File: src/rtl/moving_avg_scheduler.sv
// ---------------------------------------------------------------------------
// moving_avg_scheduler
//
// Purpose:
//   Shares a single external moving-average unit between two requesters.
//   A round-robin arbiter accepts one sample at a time. The sample is
//   presented on avg_data, and avg_strobe pulses for one cycle to load it.
//   The scheduler waits RESULT_LAT cycles and then captures the averager
//   output. It holds that result on res_* until the consumer takes it.
//   Only one transaction is in flight at any time.
//
// Parameters:
//   DATA_W      sample / result width in bits
//   RESULT_LAT  cycles from the strobe cycle to a valid avg_result (1..15)
//
// Ports:
//   clk          clock, all state changes on the rising edge
//   rst          asynchronous active-high reset
//   req0_valid   requester 0 has a sample
//   req0_data    requester 0 sample
//   req0_ready   requester 0 sample accepted (combinational, IDLE only)
//   req1_valid   requester 1 has a sample
//   req1_data    requester 1 sample
//   req1_ready   requester 1 sample accepted (combinational, IDLE only)
//   avg_data     sample driven to the averager data input
//   avg_strobe   one-cycle load pulse to the averager
//   avg_result   averager output
//   res_valid    captured result available
//   res_data     captured result
//   res_chan     requester index that produced res_data
//   res_ready    consumer accepts the result
//   busy         high whenever the scheduler is not idle
// ---------------------------------------------------------------------------
module moving_avg_scheduler #(
  parameter int DATA_W     = 8,
  parameter int RESULT_LAT = 2
) (
  input  logic              clk,
  input  logic              rst,
  input  logic              req0_valid,
  input  logic [DATA_W-1:0] req0_data,
  output logic              req0_ready,
  input  logic              req1_valid,
  input  logic [DATA_W-1:0] req1_data,
  output logic              req1_ready,
  output logic [DATA_W-1:0] avg_data,
  output logic              avg_strobe,
  input  logic [DATA_W-1:0] avg_result,
  output logic              res_valid,
  output logic [DATA_W-1:0] res_data,
  output logic              res_chan,
  input  logic              res_ready,
  output logic              busy
);

  typedef enum logic [1:0] {
    IDLE,
    STROBE,
    WAIT,
    HOLD
  } state_t;

  // The WAIT counter is loaded with RESULT_LAT-1 and capture happens when
  // it reaches zero. This gives exactly RESULT_LAT cycles in WAIT.
  localparam logic [3:0] LAT_LAST = 4'(RESULT_LAT - 1);

  state_t      r_state;
  logic        r_prio;
  logic [3:0]  r_waitCnt;

  logic        w_grantValid;
  logic        w_grantChan;
  logic        w_accept;

  // Round-robin choice. A lone valid requester wins. When both are valid,
  // the channel held in r_prio wins. r_prio always names the channel that
  // was not granted last, and reset makes channel 0 the favoured one.
  always_comb begin
    w_grantValid = 1'b0;
    w_grantChan  = 1'b0;
    if (req0_valid && req1_valid) begin
      w_grantValid = 1'b1;
      w_grantChan  = r_prio;
    end else if (req0_valid) begin
      w_grantValid = 1'b1;
      w_grantChan  = 1'b0;
    end else if (req1_valid) begin
      w_grantValid = 1'b1;
      w_grantChan  = 1'b1;
    end
  end

  // Ready is only offered from IDLE. It is masked by rst so that both
  // readies read low for the whole time reset is asserted.
  assign w_accept   = (r_state == IDLE) && !rst && w_grantValid;
  assign req0_ready = w_accept && !w_grantChan;
  assign req1_ready = w_accept &&  w_grantChan;
  assign busy       = (r_state != IDLE);

  // Transaction sequencer. Every output driven from here is a register, so
  // the averager and the consumer see glitch-free strobe and result signals.
  // The priority pointer only moves when a handshake actually completes.
  // A requester that drops valid before being accepted therefore leaves
  // no trace.
  always_ff @(posedge clk or posedge rst) begin
    if (rst) begin
      r_state    <= IDLE;
      r_prio     <= 1'b0;
      r_waitCnt  <= '0;
      avg_data   <= '0;
      avg_strobe <= 1'b0;
      res_valid  <= 1'b0;
      res_data   <= '0;
      res_chan   <= 1'b0;
    end else begin
      case (r_state)
        IDLE: begin
          if (w_accept) begin
            avg_data   <= w_grantChan ? req1_data : req0_data;
            res_chan   <= w_grantChan;
            r_prio     <= ~w_grantChan;
            avg_strobe <= 1'b1;
            r_state    <= STROBE;
          end
        end
        STROBE: begin
          avg_strobe <= 1'b0;
          r_waitCnt  <= LAT_LAST;
          r_state    <= WAIT;
        end
        WAIT: begin
          if (r_waitCnt == 4'd0) begin
            res_data  <= avg_result;
            res_valid <= 1'b1;
            r_state   <= HOLD;
          end else begin
            r_waitCnt <= r_waitCnt - 4'd1;
          end
        end
        HOLD: begin
          if (res_ready) begin
            res_valid <= 1'b0;
            r_state   <= IDLE;
          end
        end
        default: begin
          avg_strobe <= 1'b0;
          res_valid  <= 1'b0;
          r_state    <= IDLE;
        end
      endcase
    end
  end

endmodule

File: config.mk
export PLATFORM = sky130hd
export DESIGN_NAME = moving_avg_scheduler
export DESIGN_NICKNAME = d
export VERILOG_FILES = /design/src/rtl/moving_avg_scheduler.sv
export SDC_FILE = /design/constraint.sdc
export NUM_CORES = 1
export LEC_CHECK = 0
export CAP_MARGIN = 25
export CORE_MARGIN = 3
export CORE_UTILIZATION = 38
export DETAILED_ROUTE_END_ITERATION = 16
export GPL_ROUTABILITY_DRIVEN = 0
export PLACE_DENSITY = 0.75
export SETUP_SLACK_MARGIN = 0.5
export SYNTH_ARGS = -nofsm -noshare
export SYNTH_HDL_FRONTEND = slang
export SYNTH_SLANG_ARGS = --single-unit
File: constraint.sdc
create_clock -name clk -period 1.55 [get_ports clk]
set_input_delay 0.2325 -clock clk [delete_from_list [all_inputs] [get_ports clk]]
set_output_delay 0.2325 -clock clk [all_outputs]
set_load 0.05 [all_outputs]
==> reports/metrics.sh <==
PLACED_CELLS_INCL_TAPS=207
FLOORPLAN.DIE.WIDTH_UM=62.9
WORSTREGTOREGCELLS=7
DIE_AREA_UM2=3960
ANTENNA_FOUND_INITIAL=0
DRV_SLEW=0
DP_SLACK_NS=-0.121
CLOCK-ROOT-BUFFER='sky130_fd_sc_hd__clkbuf_4'
MAX_CAP_VIOL=0
WORST_SETUP_PATH_START_KIND='register'
CRITPATHMAXSTAGEDELAY_NS=0.43
POST-ROUTE-MIN-PERIOD_NS=1.76
TRITONCTS_NUM_SINKS=26
SYNTH_SEQ_AREA_SHARE_PCT=52.9
NFILLCELLS=208
WORSTSETUPPATHTYPE='reg -> out'
CRITICAL_PATH.CELL_CHAIN='inv_2 > ha_4 > nor2b_4 > nand2_2 > a21oi_4 > buf_12'
CLOCK_INSERTION_DELAY_WORST_SKEW_NS=0.32
CP.ARRIVAL_NS=1.53
CLKSLEWWORSTSETUPHOLDPATHS_NS=0.15
YOSYSMOSTFREQUENTCELL='sky130_fd_sc_hd__dfrtp_1'
CLOCK_TREE.HTREE_LEVEL_COUNT=1
POWER.DENSITY_nW_PER_UM2=2240
WORST-R2R-SETUP-SLACK_NS=-0.06
CRITICAL_R2R_LAUNCH='r_state[1]$_DFFE_PP0P_'
GRT_PASS1_VIAS=1159
CORE_UM2=3080
FINCLKSKEW_NS=0.00265
CRITICAL_PATH_PEAK_FANOUT=3
CRIT_SLOWEST_CELL='sky130_fd_sc_hd__dfrtp_1'
MAX_SLEW.WORST_PIN.SLEW_NS=0.489
DIODES=0
POST_DRT_VIA_CELL_RATIO=4.77
GR_OVFL_TOTAL=0
CTS_TREE='done'
POST_SYNTH_MOST_FREQUENT_CELLS='26 x sky130_fd_sc_hd__dfrtp_1, 9 x sky130_fd_sc_hd__mux2_2, 8 x sky130_fd_sc_hd__a221o_1, 8 x sky130_fd_sc_hd__and2_0'
FINAL_LAYOUT_SIZE_SUFFIX_GT1_SHARE_PCT=49.7
SETUP_WS_NS=-0.210
HP-CLASS='in -> async'
OUTCOME='finished with violations'
LAYOUT.AREA.SEQ_UM2=651
SYNTH_ASYNC_SR_FLOP_SHARE_PCT=100
DESIGN.PORTCOUNT=51
LAYOUT.CELL_AREA.NON_FILLER_UM2=2310
SYNTH.TOP_CELLS.BY_AREA='sky130_fd_sc_hd__dfrtp_1 53%, sky130_fd_sc_hd__mux2_2 8.2%, sky130_fd_sc_hd__ha_1 7.1%, sky130_fd_sc_hd__a221o_1 6.5%, sky130_fd_sc_hd__and2_0 4.1%'
FINALCRITPERIODSHARE_PCT=114
ROW_COUNT=20
FIN_TOTAL_PWR_mW=5.18
LAYOUT-AREA-OVERHEAD-VS-SYNTH_PCT=87.9
LEAKAGE_nW=1.04
YOSYSWARNINGS=0
SYNTH_NETS=137
SYNTH_LARGEST_AREA_CELL='sky130_fd_sc_hd__dfrtp_1'
GRT_START_MAX_NET_PINS=23
WORST_SETUP_PATH_END_KIND='output pin'
ROUTED_WIRE_LENGTH_PER_INSTANCE_UM=15.1
SYNTHESIS.AREA_PER_INSTANCE_UM2=12.2
STARTING_DENSITY_OF_THE_CORE_PCT=40.0
SYNTH.FF_LATCH_COUNT=26
HEIGHT_OF_THE_DIE_UM=62.9
NETS=222
GRT_FIRST_PASS_WIRELENGTH_MM=5.45
NUMBER_OF_ENABLE_FLIP_FLOP_CELLS_AFTER_SYNTHESIS=0
VDD_IR_DROP_MAX_V=0.00123
POSTROUTEWIRELENGTH_MM=3.46
FINAL_CORE_UTIL_PCT=75.1
TIMING.SETUP.TNS_NS=-0.655
MAX_CLOCK_FREQ_MHz=568
SYN-CELL-AREA_UM2=1230
SYNTH_CELL_TYPES=28
LAYOUTNONFILLERINSTCOUNT=229
DPL.HPWL_MM=2.45
MULTI_INPUT_COMB_AREA_UM2=673
PLACED_AREA_UM2=1940
DRCVIOLATIONCOUNT=0
DRT_FIRST_ITER_VIOLATIONS=20
HOLD-WORST-SLACK_NS=0.217
SETUP_VIOLATIONS=12
GRT_USAGE_PCT=17.4
RSZ0062_AT_GRT='true'
VIOLATIONS='negative setup slack'
VIAS=1092
SYNTH_TOP_AREA_SHARE_PCT=52.9
NUMBER_OF_CLOCK_BUFFERS_INSERTED_BY_TRITONCTS=3
R2R_END='r_state[1]$_DFFE_PP0P_'
BUFFER_PORTS.INSERTED=50
MAXSLEWHEADROOM_PCT=67.1
DR.PASS1.ITERS=4
DRTANTENNAVIOLNETS=0
CLOCK_PATH_BUFFERS=2
CRIT_REQUIRED_NS=1.32
SYNTHESIS.INSTANCES=101
HOLD_VIOLATIONS=0
YS.FLOP_TYPE='sky130_fd_sc_hd__dfrtp_1'
## cell families after synthesis
| logic type | Yosys count | synth area share [%] |
|---|---|---|
| muxes | 12 | 10.7 |
| buffers and inverters | 10 | 3.87 |
| DFF | 26 | 52.9 |
| adders and majority gates | 7 | 7.12 |
| and+or+nand+nor | 26 | 12.0 |
| AOI/OAI and AO/OA | 20 | 13.4 |
## cell type report
cell class	count	area share, %
Sequential cell	26	28.2
Tap cell	44	2.38
Inverter	7	1.25
Clock buffer	3	0.975
Multi-Input combinational cell	65	29.1
Clock inverter	1	1.30
Timing Repair Buffer	83	36.8
## worst max-delay path by stage
stage | slack, ns | start | endpoint
after global routing | -0.26 | r_state[1]$_DFFE_PP0P_ | req0_ready
final | -0.21 | r_state[1]$_DFFE_PP0P_ | req0_ready
after detailed placement | -0.12 | rst | avg_data[1]$_DFFE_PP0P_
after CTS | -0.19 | r_state[0]$_DFFE_PP0P_ | req0_ready
after floorplan | 0.03 | r_state[1]$_DFFE_PP0P_ | avg_data[0]$_DFFE_PP0P_
after global placement | -0.06 | req0_valid | r_state[1]$_DFFE_PP0P_
## repair_timing
item,CTS,global route
setup endpoints to repair,48,48
pin swaps,3,2
resized for setup,27,13
endpoints found under the hold margin,0,0
buffers inserted,11,7
cloned,0,0
hold buffers,0,0
## layout by cell type, fill, tap and decap left out, types with 3 or more instances in the layout
cell,count
sky130_fd_sc_hd__buf_12,6
sky130_fd_sc_hd__clkdlybuf4s50_1,28
sky130_fd_sc_hd__mux2i_1,3
sky130_fd_sc_hd__clkbuf_4,3
sky130_fd_sc_hd__nor2_1,3
sky130_fd_sc_hd__ha_1,3
sky130_fd_sc_hd__dfrtp_1,26
sky130_fd_sc_hd__and2_0,8
sky130_fd_sc_hd__buf_6,22
sky130_fd_sc_hd__mux2_2,9
sky130_fd_sc_hd__ha_4,4
sky130_fd_sc_hd__nand2_1,3
sky130_fd_sc_hd__a221o_1,8
sky130_fd_sc_hd__buf_4,27
sky130_fd_sc_hd__inv_1,4
## worst max-delay path: cells and delay by family (launching register included)
| kind | cells | cell delay [ns] |
|---|---|---|
| adder cells (fa/ha/maj) | 1 | 0.14 |
| buffers and inverters | 2 | 0.25 |
| flip-flops | 1 | 0.43 |
| AND/OR/NAND/NOR | 2 | 0.22 |
| AO/OA/AOI/OAI | 1 | 0.17 |
## sequential cells by signal, indices dropped and copies added, names as in the netlist
signal      flops
avg_data        8
avg_strobe      1
r_prio          1
r_state         2
r_waitCnt       4
res_chan        1
res_data        8
res_valid       1
## where the power goes
part           total [mW]  switching, mW  internal [mW]
logic                3.46           1.80           1.65
clock network       0.472          0.211          0.261
registers            1.25          0.247           1.00
## layer usage
metal / routed length [µm] / GRT usage [%] / part of all wire, % / vias to the layer above
li1: - / - / - / 521
met4: 22 / 3.31 / 0.64 / 0
met3: 187 / 3.78 / 5.4 / 4
met1: 1380 / 20.3 / 40 / 529
met5: 0 / 0 / 0 / -
met2: 1870 / 32.4 / 54 / 38
Power figures use the tool's default switching activity.
